File: src/rtl/synth_voice_pkg.sv
// Shared types and widths for the synth voice allocator.
// FSM states plus the MIDI key/velocity field widths.
package synth_voice_pkg;

  localparam int KEY_W         = 7;
  localparam int VEL_W         = 8;
  localparam int AGE_W_DEFAULT = 8;

  typedef enum logic [2:0] {
    IDLE,
    SCAN,
    SETUP,
    STROBE,
    OFFREL
  } state_t;

endpackage

File: src/rtl/voice_allocator_voice_select.sv
// Folds one voice into the running match/free/oldest candidates; purely combinational.
// Latency: 0 cycles; no backpressure, the caller steps one voice per cycle.
module voice_select
  import synth_voice_pkg::*;
#(
  parameter int V_WIDTH = 3,
  parameter int AGE_W   = AGE_W_DEFAULT
) (
  input  logic [V_WIDTH-1:0] idx,
  input  logic               active,
  input  logic [KEY_W-1:0]   key,
  input  logic [AGE_W-1:0]   age,
  input  logic [KEY_W-1:0]   want_key,
  input  logic               cur_match_fnd,
  input  logic [V_WIDTH-1:0] cur_match_idx,
  input  logic               cur_free_fnd,
  input  logic [V_WIDTH-1:0] cur_free_idx,
  input  logic               cur_old_fnd,
  input  logic [V_WIDTH-1:0] cur_old_idx,
  input  logic [AGE_W-1:0]   cur_old_age,
  output logic               nxt_match_fnd,
  output logic [V_WIDTH-1:0] nxt_match_idx,
  output logic               nxt_free_fnd,
  output logic [V_WIDTH-1:0] nxt_free_idx,
  output logic               nxt_old_fnd,
  output logic [V_WIDTH-1:0] nxt_old_idx,
  output logic [AGE_W-1:0]   nxt_old_age
);

  always_comb begin
    nxt_match_fnd = cur_match_fnd;
    nxt_match_idx = cur_match_idx;
    nxt_free_fnd  = cur_free_fnd;
    nxt_free_idx  = cur_free_idx;
    nxt_old_fnd   = cur_old_fnd;
    nxt_old_idx   = cur_old_idx;
    nxt_old_age   = cur_old_age;

    // Voices arrive in ascending order, so first-found means lowest index.
    if (active && (key == want_key) && !cur_match_fnd) begin
      nxt_match_fnd = 1'b1;
      nxt_match_idx = idx;
    end

    if (!active && !cur_free_fnd) begin
      nxt_free_fnd = 1'b1;
      nxt_free_idx = idx;
    end

    // Strict compare keeps the earlier (lower) index on equal ages.
    if (active && (!cur_old_fnd || (age > cur_old_age))) begin
      nxt_old_fnd = 1'b1;
      nxt_old_idx = idx;
      nxt_old_age = age;
    end
  end

endmodule

File: src/rtl/voice_allocator.sv
// Assigns note-on events to voices (retrigger, free, steal oldest) and releases voices on note-off.
// Latency: note-on strobe VOICES+2 cycles after accept; req_ready only in IDLE, so one event in flight.
module voice_allocator
  import synth_voice_pkg::*;
#(
  parameter int VOICES  = 8,
  parameter int V_WIDTH = 3,
  parameter int AGE_W   = AGE_W_DEFAULT
) (
  input  logic               sCLK_XVXENVS,
  input  logic               reset_reg,
  input  logic               req_valid,
  output logic               req_ready,
  input  logic               req_is_on,
  input  logic [KEY_W-1:0]   req_key,
  input  logic [VEL_W-1:0]   req_vel,
  input  logic               all_off,
  output logic               reg_note_on,
  output logic [V_WIDTH-1:0] reg_cur_key_adr,
  output logic [VEL_W-1:0]   reg_cur_vel_on,
  output logic               voice_off,
  output logic [V_WIDTH-1:0] voice_off_adr,
  output logic [VOICES-1:0]  voice_gate,
  output logic               stole
);

  localparam logic [V_WIDTH-1:0] LAST_IDX = V_WIDTH'(VOICES - 1);
  localparam logic [AGE_W-1:0]   AGE_MAX  = '1;

  state_t state, state_nxt;

  logic               ready_en;
  logic               accept;
  logic [V_WIDTH-1:0] scan_idx;

  logic               lat_on;
  logic [KEY_W-1:0]   lat_key;
  logic [VEL_W-1:0]   lat_vel;

  logic [KEY_W-1:0]   key_q [VOICES];
  logic [AGE_W-1:0]   age_q [VOICES];

  logic               match_fnd, free_fnd, old_fnd;
  logic [V_WIDTH-1:0] match_idx, free_idx, old_idx;
  logic [AGE_W-1:0]   old_age;

  logic               nxt_match_fnd, nxt_free_fnd, nxt_old_fnd;
  logic [V_WIDTH-1:0] nxt_match_idx, nxt_free_idx, nxt_old_idx;
  logic [AGE_W-1:0]   nxt_old_age;

  logic [V_WIDTH-1:0] target;
  logic               take_old;

  // ready_en holds req_ready low for the first cycle after reset is released.
  assign req_ready = ready_en && (state == IDLE) && !all_off;
  assign accept    = req_valid && req_ready;

  voice_select #(
    .V_WIDTH (V_WIDTH),
    .AGE_W   (AGE_W)
  ) u_select (
    .idx           (scan_idx),
    .active        (voice_gate[scan_idx]),
    .key           (key_q[scan_idx]),
    .age           (age_q[scan_idx]),
    .want_key      (lat_key),
    .cur_match_fnd (match_fnd),
    .cur_match_idx (match_idx),
    .cur_free_fnd  (free_fnd),
    .cur_free_idx  (free_idx),
    .cur_old_fnd   (old_fnd),
    .cur_old_idx   (old_idx),
    .cur_old_age   (old_age),
    .nxt_match_fnd (nxt_match_fnd),
    .nxt_match_idx (nxt_match_idx),
    .nxt_free_fnd  (nxt_free_fnd),
    .nxt_free_idx  (nxt_free_idx),
    .nxt_old_fnd   (nxt_old_fnd),
    .nxt_old_idx   (nxt_old_idx),
    .nxt_old_age   (nxt_old_age)
  );

  always_ff @(posedge sCLK_XVXENVS) begin
    if (reset_reg) begin
      state <= IDLE;
    end else begin
      state <= state_nxt;
    end
  end

  always_comb begin
    state_nxt = state;
    take_old  = !match_fnd && !free_fnd;
    target    = match_fnd ? match_idx : (free_fnd ? free_idx : old_idx);
    case (state)
      IDLE:    if (accept) state_nxt = SCAN;
      SCAN:    if (scan_idx == LAST_IDX) state_nxt = lat_on ? SETUP : OFFREL;
      SETUP:   state_nxt = STROBE;
      STROBE:  state_nxt = IDLE;
      OFFREL:  state_nxt = IDLE;
      default: state_nxt = IDLE;
    endcase
  end

  always_ff @(posedge sCLK_XVXENVS) begin
    if (reset_reg) begin
      ready_en        <= 1'b0;
      scan_idx        <= '0;
      lat_on          <= 1'b0;
      lat_key         <= '0;
      lat_vel         <= '0;
      match_fnd       <= 1'b0;
      match_idx       <= '0;
      free_fnd        <= 1'b0;
      free_idx        <= '0;
      old_fnd         <= 1'b0;
      old_idx         <= '0;
      old_age         <= '0;
      reg_note_on     <= 1'b0;
      reg_cur_key_adr <= '0;
      reg_cur_vel_on  <= '0;
      voice_off       <= 1'b0;
      voice_off_adr   <= '0;
      voice_gate      <= '0;
      stole           <= 1'b0;
      for (int i = 0; i < VOICES; i++) begin
        key_q[i] <= '0;
        age_q[i] <= '0;
      end
    end else begin
      ready_en    <= 1'b1;
      reg_note_on <= (state == STROBE);
      stole       <= (state == STROBE) && take_old;
      voice_off   <= 1'b0;

      case (state)
        IDLE: begin
          if (all_off) begin
            voice_gate <= '0;
          end else if (accept) begin
            lat_on    <= req_is_on;
            lat_key   <= req_key;
            lat_vel   <= req_vel;
            scan_idx  <= '0;
            match_fnd <= 1'b0;
            free_fnd  <= 1'b0;
            old_fnd   <= 1'b0;
            old_age   <= '0;
          end
        end

        SCAN: begin
          scan_idx  <= scan_idx + V_WIDTH'(1);
          match_fnd <= nxt_match_fnd;
          match_idx <= nxt_match_idx;
          free_fnd  <= nxt_free_fnd;
          free_idx  <= nxt_free_idx;
          old_fnd   <= nxt_old_fnd;
          old_idx   <= nxt_old_idx;
          old_age   <= nxt_old_age;
        end

        SETUP: begin
          reg_cur_key_adr <= target;
          reg_cur_vel_on  <= lat_vel;
          for (int i = 0; i < VOICES; i++) begin
            if (V_WIDTH'(i) == target) begin
              voice_gate[i] <= 1'b1;
              key_q[i]      <= lat_key;
              age_q[i]      <= '0;
            end else if (voice_gate[i] && (age_q[i] != AGE_MAX)) begin
              age_q[i] <= age_q[i] + AGE_W'(1);
            end
          end
        end

        OFFREL: begin
          // Key and age are left in place; only the gate drops.
          if (match_fnd) begin
            voice_gate[match_idx] <= 1'b0;
            voice_off             <= 1'b1;
            voice_off_adr         <= match_idx;
          end
        end

        default: ;
      endcase
    end
  end

endmodule

File: config.mk
export PLATFORM = sky130hd
export DESIGN_NAME = voice_allocator
export DESIGN_NICKNAME = d
export VERILOG_FILES = /design/src/rtl/synth_voice_pkg.sv /design/src/rtl/voice_allocator_voice_select.sv /design/src/rtl/voice_allocator.sv
export SDC_FILE = /design/constraint.sdc
export NUM_CORES = 1
export LEC_CHECK = 0
export ABC_AREA = 1
export BUFFER_PORTS_ARGS = -buffer_cell sky130_fd_sc_hd__buf_4
export CAP_MARGIN = 20
export CORE_ASPECT_RATIO = 1.75
export CORE_MARGIN = 2
export CORE_UTILIZATION = 26
export CTS_BUF_LIST = sky130_fd_sc_hd__clkbuf_16
export DETAILED_ROUTE_END_ITERATION = 8
export PLACE_DENSITY = 0.47
export SETUP_SLACK_MARGIN = 0.1
export SKIP_CTS_REPAIR_TIMING = 1
export SYNTH_ARGS = -nofsm -noshare
export SYNTH_HDL_FRONTEND = slang
export SYNTH_SLANG_ARGS = --single-unit
File: constraint.sdc
create_clock -name sCLK_XVXENVS -period 3.2 [get_ports sCLK_XVXENVS]
set_input_delay 0 -clock sCLK_XVXENVS [delete_from_list [all_inputs] [get_ports sCLK_XVXENVS]]
set_output_delay 0 -clock sCLK_XVXENVS [all_outputs]
set_load 0.01 [all_outputs]
==> results of run 1 <==
## layout make-up
| cell class | instances | area share (%) |
|---|---|---|
| Clock buffer | 17 | 3.76 |
| Clock inverter | 15 | 1.23 |
| Inverter | 139 | 4.65 |
| Multi-Input combinational cell | 797 | 34.8 |
| Sequential cell | 191 | 44.4 |
| Tap cell | 475 | 5.25 |
| Timing Repair Buffer | 82 | 5.90 |
## registers in the layout, summed over array words and instances (netlist names), named ones only
| signal | cells |
|---|---|
| age_q | 64 |
| free_fnd | 1 |
| free_idx | 3 |
| key_q | 56 |
| lat_key | 7 |
| lat_on | 1 |
| lat_vel | 8 |
| match_fnd | 1 |
| match_idx | 3 |
| old_age | 8 |
| old_fnd | 1 |
| old_idx | 3 |
| ready_en | 1 |
| reg_cur_key_adr | 3 |
| reg_cur_vel_on | 8 |
| reg_note_on | 1 |
| scan_idx | 3 |
| state | 3 |
| stole | 1 |
| voice_gate | 8 |
| voice_off | 1 |
| voice_off_adr | 3 |
## layout by cell type (no fill, tap or decap), types with 3 or more instances in the layout
master / Yosys / final
a211oi_1: 4 / 4
a21o_1: 3 / 3
a21oi_1: 65 / 65
a31oi_1: 8 / 8
buf_4: 7 / 65
clkbuf_16: 0 / 17
clkinv_1: 3 / 4
clkinv_4: 0 / 4
clkinvlp_4: 0 / 3
dfxtp_1: 71 / 70
dlygate4sd3_1: 0 / 16
edfxtp_1: 120 / 120
ha_1: 18 / 18
inv_1: 124 / 126
inv_2: 11 / 11
inv_6: 1 / 3
nand2_1: 201 / 201
nand3_1: 100 / 100
nand3_2: 4 / 4
nand4_1: 8 / 8
nor2_1: 220 / 219
nor2_2: 6 / 7
nor3_1: 13 / 13
nor3b_1: 7 / 7
nor3b_2: 3 / 3
o21ai_0: 69 / 69
o21ai_1: 11 / 11
o21ai_2: 3 / 3
o31ai_1: 5 / 5
xnor2_1: 5 / 5
xor2_1: 23 / 23
## per-layer routing
layer	routed length [um]	track usage, %
met1	10600	15.2
met4	1520	9.15
met5	0	0
met2	15300	28.3
met3	871	2.33
## worst paths after layout
check / from / end / slack (ns) / cells after the start
max reg2reg: flip-flop / old_age[5]$_SDFFE_PP0P_ / 0.41 / 14
min: reset_reg / old_age[6]$_SDFFE_PP0P_ / 0.04 / 2
max: flip-flop / old_age[5]$_SDFFE_PP0P_ / 0.41 / 14
min reg2reg: free_idx[0]$_SDFFE_PP0P_ / free_idx[0]$_SDFFE_PP0P_ / 0.47 / 2
## power by group through the flow
stage	combinational (mW)	sequential (mW)	clock, mW
3_5_place_dp	0.434	2.80	0
5_1_grt	0.504	2.75	2.23
4_1_cts	0.437	2.74	2.15
2_1_floorplan	0.316	2.77	0
6_report	0.446	2.74	2.10
3_3_place_gp	0.433	2.80	0
## cells by family (layout without fill, tap and decap cells)
| kind of cell | after synthesis | in the layout |
|---|---|---|
| simple gates | 574 | 574 |
| flops | 191 | 191 |
| buf+inv | 183 | 253 |
| compound gates | 177 | 177 |
| xor+xnor | 28 | 28 |
| fa+ha+maj | 18 | 18 |
==> summary.txt, run 1 <==
Status
  – Status: finished, final reports clean

GRT
  – Number of global-route vias before repair: 8,017
  – Total gr overflow: 0
  – Largest net degree at the start of global routing: 64
  – Aggregate global-route resource usage: 15.0%
  – Initial antenna violation count: 0
  – Wire length of the first global-routing pass: 44.3 mm

Synth
  – Post-synthesis cell count: 1,171
  – Ys Warns: 0
  – Async set-or-reset flop fraction in the synthesized netlist: 0%
  – Number of nets produced by synthesis: 1,209
  – Top area cells in the synthesized netlist: edfxtp_1, dfxtp_1, nor2_1, nand2_1, nand3_1
  – EDFF count, synth: 120
  – Largest family of logic cells by synthesized area: simple AND/OR/NAND/NOR gates
  – Synthesized-area fraction occupied by ao, oa, aoi and oai cells: 10.2%
  – Cell taking the most area after synthesis: edfxtp_1
  – Most numerous cell in the Yosys netlist: nor2_1
  – Sequential fraction of the synthesis area: 51.4%
  – Commonest cells post-synth: nor2_1, nand2_1, inv_1, edfxtp_1, nand3_1
  – Ys flop type: edfxtp_1
  – Top cell type's share of synthesized area: 36.9%
  – Cell area after synthesis: 0.00977 mm2
  – Register bit total from synthesis: 191
  – Share of the synthesized netlist area taken by xor and xnor gates: 2.51%
  – Adder-cell area share of the yosys netlist: 2.31%
  – Multiplexer area fraction after synthesis: 0%
  – Post-synthesis simple-gate area fraction: 25.3%
  – Number of different library cells in the post-synthesis netlist: 48
  – Mean Syn Cell Area: 8.34 um2

Layout
  – Post-layout nets: 1,266
  – Multi-input logic area: 0.00394 mm2
  – Final cell count without fillers: 1,716
  – Area growth from synthesis to layout: 15.9%
  – Final non-filler cell area: 0.0113 mm2
  – FF/Latch Area: 0.00503 mm2
  – Fraction of final layout cells with drive strength greater than 1: 11.1%
  – Fill cells: 3,908
  – Finished Core Util: 30.7%
  – Diodes inserted: 0

Timing
  – Clock skew after layout: 0.00965 ns
  – Count of final hold-check violations: 0
  – Unrepaired setup endpoints after global routing: false
  – Final-layout setup total negative slack: 0 ns
  – Worst hold slack after final layout: 0.0423 ns
  – Slew @ Worst Pin: 0.651 ns
  – Share of the clock period used by the worst path after layout: 87.1%
  – Shortest clock period the worst path allows after layout: 2.79 ns
  – Final Setup Violations: 0
  – Smallest setup slack after layout: 0.412 ns
  – Peak Freq: 359 MHz
  – Max transition margin: 56.5%
  – Final count of pins violating max slew: 0

Power
  – Register share of total power: 51.8%
  – Switch Pwr: 1.38 mW
  – Combinational cell fraction of total power: 8.4%
  – Total design power: 5.29 mW
  – Fraction of power consumed by the clock network: 39.7%
  – Proportion of total power due to net switching: 26.0%
  – Cell internal power dissipation: 3.91 mW
  – Worst IR drop on VDD: 285 uV
  – Static leakage: 4.42 nW
  – Power per standard cell area: 467 mW/mm2

Floorplanning
  – Vertical extent of the die: 260 um
  – I/O Pins: 46
  – Die outline area: 0.0392 mm2
  – Horiz. Die Dim: 151 um
  – Number of core rows: 93
  – Starting Density: 26.5%
  – Core box area: 0.0369 mm2

Route
  – Number of design rule violations left after detail routing: 0
  – Pre-Repair DR Iteration Count: 5
  – Ratio of routed vias to standard cells: 4.68
  – Antenna violation net count after detailed routing: 0
  – Final Routed Wirelength: 28.3 mm
  – Detailed-route wire length per cell: 16.5 um
  – Vias after detailed routing: 8,027
  – DRT iter0 DRCs: 491

Min path
  – Kind of path behind the tightest hold check: in -> reg

Worst setup path
  – CP arrival: 3.16 ns
  – Crit-path leading delay family: compound AO/OA/AOI/OAI gates
  – Cell Chain, Critical Path: buf_4, o21ai_0, o21ai_0, a21oi_1, a31oi_1, ha_1, nand2_1, nor2_1, nand4_1, nand2_1, a21boi_2, buf_4, nand3_1, a21oi_1
  – Highest net fanout along the worst path: 8
  – Master of the slowest instance on the critical path: dfxtp_1
  – Setup crit end kind: flip-flop
  – CP Class: reg -> reg
  – Number of buffers and inverters on the critical path: 2
  – CP Launch Type: flip-flop
  – Maximum cell stage delay along the critical path: 0.48 ns
  – Data required time at the worst endpoint: 3.58 ns

Placement
  – Total instance count after detailed placement: 1,668
  – Worst-case setup slack after placement: 0.498 ns
  – Gpl congestion: 0.827
  – Post-DP HPWL: 21.0 mm
  – Buffers added on ports: 45
  – Post-Place Cell Area: 0.0106 mm2

CTS
  – Clk Latency, worst-skew pair: 0.46 ns
  – CTS root buffer: clkbuf_16
  – Total number of clock tree sinks: 191
  – Number of buffers created by CTS: 17
  – CTS tree: yes
  – Maximum clock insertion buffer count: 2
  – Max H-tree Level: 4
  – Clock transition time at the flip-flop clock pins of the worst setup and hold paths: 0.07 ns

Flow run
  – Max capacitance violation total: 0
Power figures use the tool's default switching activity.
==> run 2: changes to the inputs <==
Settings changed: RECOVER_POWER set to 50.
==> summary.txt, run 2 (synthesis gave the netlist of run 1 again) <==
Floorplanning
  – Starting Density: 26.5% (unchanged)
  – Number of core rows: 93 (unchanged)
  – Vertical extent of the die: 260 um (unchanged)
  – I/O Pins: 46 (unchanged)
  – Core box area: 0.0369 mm2 (unchanged)
  – Die outline area: 0.0392 mm2 (unchanged)
  – Horiz. Die Dim: 151 um (unchanged)

Timing
  – Share of the clock period used by the worst path after layout: 89.3% (+2.2 points)
  – Slew @ Worst Pin: 2.39 ns (+1.74 ns)
  – Shortest clock period the worst path allows after layout: 2.86 ns (+0.0700 ns)
  – Final Setup Violations: 0 (unchanged)
  – Max transition margin: -59.5% (-120 points)
  – Unrepaired setup endpoints after global routing: false
  – Final-layout setup total negative slack: 0 ns (unchanged)
  – Clock skew after layout: 0.00911 ns (-0.000534 ns)
  – Peak Freq: 350 MHz (-2.4%)
  – Final count of pins violating max slew: 42 (+42)
  – Smallest setup slack after layout: 0.342 ns (-0.0700 ns)
  – Count of final hold-check violations: 0 (unchanged)

Layout
  – Most flops, register: age_q
  – Largest registers: age_q x64, key_q x56
  – Leading cell type in the layout, fill and taps excluded: nor2_1
  – Fraction of final layout cells with drive strength greater than 1: 7.82% (-3.3 points)
  – Post-layout nets: 1,266 (unchanged)
  – Flip-flop count of the largest register, all copies and words added: 64 (unchanged)
  – Area growth from synthesis to layout: 14.3%
  – Most frequent cells in the layout: nor2_1, nand2_1, inv_1
  – Finished Core Util: 30.3% (-0.42 points)
  – Diodes inserted: 0 (unchanged)

Status
  – Status: finished with violations
  – Failing checks: capacitance limit, slew limit

Worst setup path
  – Setup crit end kind: flip-flop
  – Most frequent cell on the critical path: inv_1
  – Data required time at the worst endpoint: 3.32 ns (-0.26 ns)
  – Cell Chain, Critical Path: inv_1, nand2_1, nor2_2, inv_1, nor3_1, o221ai_1, nand3_1
  – Maximum cell stage delay along the critical path: 0.48 ns (about the same)
  – Master of the slowest instance on the critical path: nand3_1
  – CP Class: reg -> reg
  – Highest net fanout along the worst path: 9 (+1)
  – CP Launch Type: flip-flop
  – CP arrival: 2.97 ns (-0.19 ns)

CTS
  – Number of buffers created by CTS: 17 (unchanged)
  – Clock transition time at the flip-flop clock pins of the worst setup and hold paths: 0.07 ns (about the same)
  – CTS tree: yes
  – CTS root buffer: clkbuf_16
  – Total number of clock tree sinks: 191 (unchanged)
  – Max H-tree Level: 4 (unchanged)
  – Maximum clock insertion buffer count: 2 (unchanged)
  – Clk Latency, worst-skew pair: 0.46 ns (about the same)

Placement
  – Post-DP HPWL: 21.0 mm (unchanged)
  – Gpl congestion: 0.827 (unchanged)
  – Buffers added on ports: 45 (unchanged)
  – Worst-case setup slack after placement: 0.498 ns (unchanged)

GRT
  – Initial antenna violation count: 0 (unchanged)
  – Total gr overflow: 0 (unchanged)
  – Aggregate global-route resource usage: 15.0% (unchanged)
  – Largest net degree at the start of global routing: 64 (unchanged)
  – Number of global-route vias before repair: 8,017 (unchanged)
  – Wire length of the first global-routing pass: 44.3 mm (unchanged)

Route
  – Ratio of routed vias to standard cells: 4.70 (+0.37%)
  – DRT iter0 DRCs: 478 (-2.6%)
  – Antenna violation net count after detailed routing: 0 (unchanged)
  – Final Routed Wirelength: 28.3 mm (about the same)
  – Pre-Repair DR Iteration Count: 6 (+1)
  – Number of design rule violations left after detail routing: 0 (unchanged)
  – Detailed-route wire length per cell: 16.5 um (about the same)
  – Vias after detailed routing: 8,057 (+0.37%)

Power
  – Worst IR drop on VDD: 285 uV (+0.22%)
  – Static leakage: 4.27 nW (-3.6%)
  – Fraction of power consumed by the clock network: 39.8% (about the same)
  – Cell internal power dissipation: 3.91 mW (about the same)
  – Combinational cell fraction of total power: 8.4% (about the same)
  – Proportion of total power due to net switching: 26.1% (+0.032 points)
  – Register share of total power: 51.8% (about the same)
  – Power per standard cell area: 473 mW/mm2 (+1.4%)
  – Switch Pwr: 1.38 mW (about the same)

Min path
  – Kind of path behind the tightest hold check: in -> reg

Flow run
  – Max capacitance violation total: 1 (+1)
run 2: per-stage QoR:
step	cell area, um2	instances	hold WS, ns	power (mW)
floorplan	9770	1171	0.135	3.09
global placement	10600	1668	0.225	3.23
detailed placement	10600	1668	0.229	3.23
CTS	11200	1700	-0.258	5.33
global route	11200	1716	0.139	5.48
finish	11200	1716	0.0957	5.28
run 2: metal layers:
layer / vias up / share of wire, % / track usage [%]
met1: 3813 / 37 / 15.2
li1: 3983 / - / -
met2: 192 / 54 / 28.3
met3: 69 / 3.3 / 2.33
met5: - / 0 / 0
met4: 0 / 5.3 / 9.15
run 2: power by group through the flow:
stage          registers [mW]  clock network, mW  logic, mW
3_5_place_dp             2.80                  0      0.434
5_1_grt                  2.75               2.23      0.499
3_3_place_gp             2.80                  0      0.433
6_report                 2.74               2.10      0.442
2_1_floorplan            2.77                  0      0.316
4_1_cts                  2.74               2.15      0.437
run 2: final timing paths:
kind | from | endpoint | slack, ns | cells after the start
worst max-delay path | state[2]$_SDFFE_PP0P_ | age_q[0][1]$_SDFFCE_PN0P_ | 0.34 | 7
worst min-delay path | req_valid | state[1]$_SDFFE_PP0P_ | 0.1 | 5
worst max register to register | state[2]$_SDFFE_PP0P_ | age_q[0][1]$_SDFFCE_PN0P_ | 0.34 | 7
worst min register to register | free_idx[0]$_SDFFE_PP0P_ | free_idx[0]$_SDFFE_PP0P_ | 0.47 | 2
run 2: area by class of cell:
cell class,count,area (um2)
clock buffers,17,425
well taps,475,594
fillers,3940,25700
repair buffers,82,559
clock inverters,15,139
multi-input cells,797,3890
inverters,139,527
flip-flops and latches,191,5030
run 2: critical path: cells and delay by family (launching register included):
family / cells / cell delay, ns
and+or+nand+nor: 4 / 1.22
AOI/OAI and AO/OA: 1 / 0.47
buffers and inverters: 2 / 0.42
DFF: 1 / 0.41
==> run 3: changes to the inputs <==
Settings changed: ABC_AREA 1 to unset, CORE_UTILIZATION 26 to 35, PLACE_DENSITY 0.47 to unset, PLACE_DENSITY_LB_ADDON set to 0.08.
==> summary.txt, run 3 <==
Status
  – Status: finished, final reports clean

Route
  – Number of design rule violations left after detail routing: 0 (unchanged)
  – Final Routed Wirelength: 25.6 mm (-9.3%)
  – DRT iter0 DRCs: 410 (-14%)
  – Ratio of routed vias to standard cells: 5.23 (+11%)
  – Vias after detailed routing: 6,597 (-18%)
  – Antenna violation net count after detailed routing: 0 (unchanged)
  – Pre-Repair DR Iteration Count: 4 (-2)
  – Detailed-route wire length per cell: 20.3 um (+23%)

Layout
  – Most frequent cells in the layout: nor2_1, edfxtp_1, nand2_1
  – Flip-flop count of the largest register, all copies and words added: 64 (unchanged)
  – Finished Core Util: 42.3% (+12 points)
  – Leading cell type in the layout, fill and taps excluded: nor2_1
  – Area growth from synthesis to layout: 19.3%
  – Final cell count without fillers: 1,261 (-27%)
  – Fraction of final layout cells with drive strength greater than 1: 16.9% (+9.1 points)
  – Post-layout nets: 966 (-24%)
  – Most flops, register: age_q
  – Diodes inserted: 0 (unchanged)
  – Largest registers: age_q x64, key_q x56

Power
  – Combinational cell fraction of total power: 6.6% (-1.8 points)
  – Cell internal power dissipation: 3.98 mW (+1.8%)
  – Register share of total power: 52.3% (+0.5 points)
  – Switch Pwr: 1.25 mW (-9.3%)
  – Static leakage: 3.90 nW (-8.5%)
  – Power per standard cell area: 480 mW/mm2 (+1.3%)
  – Proportion of total power due to net switching: 23.9% (-2.2 points)
  – Worst IR drop on VDD: 343 uV (+20%)
  – Fraction of power consumed by the clock network: 41.1% (+1.3 points)

CTS
  – Clock transition time at the flip-flop clock pins of the worst setup and hold paths: 0.08 ns (about the same)
  – Maximum clock insertion buffer count: 2 (unchanged)
  – CTS tree: yes
  – Total number of clock tree sinks: 191 (unchanged)
  – Number of buffers created by CTS: 17 (unchanged)
  – Max H-tree Level: 4 (unchanged)
  – CTS root buffer: clkbuf_16
  – Clk Latency, worst-skew pair: 0.46 ns (about the same)

Synth
  – Ys Warns: 0 (unchanged)
  – Sequential fraction of the synthesis area: 55.0% (+3.6 points)
  – Top cell type's share of synthesized area: 39.4% (+2.6 points)
  – Top area cells in the synthesized netlist: edfxtp_1, dfxtp_1, nor2_1, mux4_2, nand2_1
  – Post-synthesis cell count: 827 (-29%)
  – Number of nets produced by synthesis: 865 (-28%)
  – Commonest cells post-synth: nor2_1, edfxtp_1, nand2_1, dfxtp_1, nand3_1
  – Most numerous cell in the Yosys netlist: nor2_1
  – Cell area after synthesis: 0.00914 mm2 (-6.5%)
  – Async set-or-reset flop fraction in the synthesized netlist: 0% (unchanged)
  – EDFF count, synth: 120 (unchanged)
  – Cell taking the most area after synthesis: edfxtp_1
  – Number of different library cells in the post-synthesis netlist: 52 (+8.3%)
  – Ys flop type: edfxtp_1
  – Mean Syn Cell Area: 11.0 um2 (+32%)
  – Register bit total from synthesis: 191 (unchanged)

Worst setup path
  – Cell Chain, Critical Path: mux4_2, mux2_4, ha_4, nor2b_4, o21a_1, o21a_1, o211ai_1, nand3_2, a311oi_4, buf_6, a32o_1
  – CP Class: reg -> reg
  – Reg2Reg Setup Slack: 0.06 ns (-0.29 ns)
  – Maximum cell stage delay along the critical path: 0.51 ns (+0.03 ns)
  – Master of the slowest instance on the critical path: mux4_2
  – Data required time at the worst endpoint: 3.60 ns (+0.28 ns)
  – Setup crit end kind: flip-flop
  – Highest net fanout along the worst path: 5 (-4)
  – CP Launch Type: flip-flop
  – Number of buffers and inverters on the critical path: 1 (-1)
  – CP arrival: 3.54 ns (+0.57 ns)
  – Most frequent cell on the critical path: o21a_1
  – Crit-path leading delay family: compound AO/OA/AOI/OAI gates

Timing
  – Worst hold slack after final layout: 0.0228 ns (-0.0729 ns)
  – Peak Freq: 318 MHz (-9.1%)
  – Clock skew after layout: 0.00820 ns (-0.000916 ns)
  – Shortest clock period the worst path allows after layout: 3.14 ns (+0.286 ns)
  – Share of the clock period used by the worst path after layout: 98.3% (+9.0 points)
  – Smallest setup slack after layout: 0.0556 ns (-0.286 ns)
  – Final-layout setup total negative slack: 0 ns (unchanged)
  – Final Setup Violations: 0 (unchanged)
  – Final count of pins violating max slew: 0 (-100%)
  – Slew @ Worst Pin: 0.738 ns (-1.66 ns)
  – Max transition margin: 50.4% (+110 points)
  – Unrepaired setup endpoints after global routing: true
  – Count of final hold-check violations: 0 (unchanged)

GRT
  – Largest net degree at the start of global routing: 58 (-9.4%)
  – Initial antenna violation count: 0 (unchanged)
  – Total gr overflow: 0 (unchanged)
  – Number of global-route vias before repair: 6,799 (-15%)
  – Wire length of the first global-routing pass: 39.5 mm (-11%)
  – Aggregate global-route resource usage: 19.2% (+4.1 points)

Placement
  – Post-DP HPWL: 18.9 mm (-10%)
  – Gpl congestion: 0.882 (+6.6%)
  – Buffers added on ports: 45 (unchanged)
  – Total instance count after detailed placement: 1,206 (-28%)
  – Worst-case setup slack after placement: -0.0247 ns (-0.523 ns)

Floorplanning
  – Horiz. Die Dim: 126 um (-16%)
  – I/O Pins: 46 (unchanged)
  – Number of core rows: 78 (-16%)
  – Die outline area: 0.0275 mm2 (-30%)
  – Vertical extent of the die: 218 um (-16%)
  – Core box area: 0.0258 mm2 (-30%)
  – Starting Density: 35.5% (+9.0 points)

Min path
  – Kind of path behind the tightest hold check: in -> reg

Flow run
  – Max capacitance violation total: 0 (-1)
run 3: cell types whose count changed in the layout (fill, tap and decap cells not counted), sizes merged, moves of 14 or more:
cell | previous run | this run
a21oi | 65 | 34
and3 | 0 | 21
buf | 37 | 73
inv | 142 | 35
mux2 | 0 | 14
mux2i | 0 | 33
mux4 | 0 | 24
nand2 | 203 | 97
nand3 | 105 | 46
nor2 | 227 | 139
o21ai | 83 | 12
run 3: cells by family (layout without fill, tap and decap cells):
| logic type | count (synthesis) | after routing | synth area share, % |
|---|---|---|---|
| buffers and inverters | 62 | 176 | 2.90 |
| AOI/OAI and AO/OA | 91 | 91 | 6.66 |
| xor gates and xnor gates | 52 | 52 | 4.99 |
| and+or+nand+nor | 342 | 342 | 16.6 |
| muxes | 71 | 71 | 11.4 |
| adders and majority gates | 18 | 18 | 2.47 |
| DFF | 191 | 191 | 55.0 |
run 3: power groups by stage:
| stage | sequential, mW | clock (mW) | combinational, mW |
|---|---|---|---|
| finish | 2.73 | 2.15 | 0.343 |
| global route | 2.74 | 2.30 | 0.374 |
| CTS | 2.74 | 2.21 | 0.310 |
| detailed placement | 2.79 | 0 | 0.309 |
| global placement | 2.79 | 0 | 0.305 |
| floorplan | 2.76 | 0 | 0.207 |
run 3: worst reg2reg max path, stage by stage (launching register included):
cell,delay (ns)
edfxtp_1,0.48
mux4_2,0.51
mux2_4,0.29
ha_4,0.22
nor2b_4,0.12
o21a_1,0.16
o21a_1,0.17
o211ai_1,0.30
nand3_2,0.16
a311oi_4,0.38
buf_6,0.18
a32o_1,0.12
run 3: routing by layer:
layer  routed length [um]  vias to the layer above  track usage, %  share of wire, %
met5                    0                        -               0                 0
met4                  713                        0            7.80               2.8
met3                  627                       36            3.02               2.4
met2                14000                      111            35.3                55
met1                10300                     3282            21.9                40
li1                     -                     3168               -                 -
run 3: through the flow:
step           power [mW]  area (um2)
2_1_floorplan        2.97        9180
3_3_place_gp         3.10       10100
3_5_place_dp         3.10       10100
4_1_cts              5.26       10700
5_1_grt              5.41       10900
6_report             5.23       10900
run 3: final timing paths:
check | from | end | cells after the start
min | reset_reg | old_idx[2]$_SDFFE_PP0P_ | 2
max | age_q[6][1]$_SDFFCE_PP0P_ | old_age[3]$_SDFFE_PP0P_ | 11
min reg2reg | lat_vel[2]$_SDFFE_PP0P_ | reg_cur_vel_on[2]$_SDFFE_PP0P_ | 2
max reg2reg | age_q[6][1]$_SDFFCE_PP0P_ | old_age[3]$_SDFFE_PP0P_ | 11
run 3: layout make-up:
class	count	area [um2]
Sequential cell	191	5030
Timing Repair Buffer	115	833
Fill cell	2515	14900
Inverter	29	109
Tap cell	320	400
Clock inverter	13	115
Clock buffer	19	475
Multi-Input combinational cell	574	3930
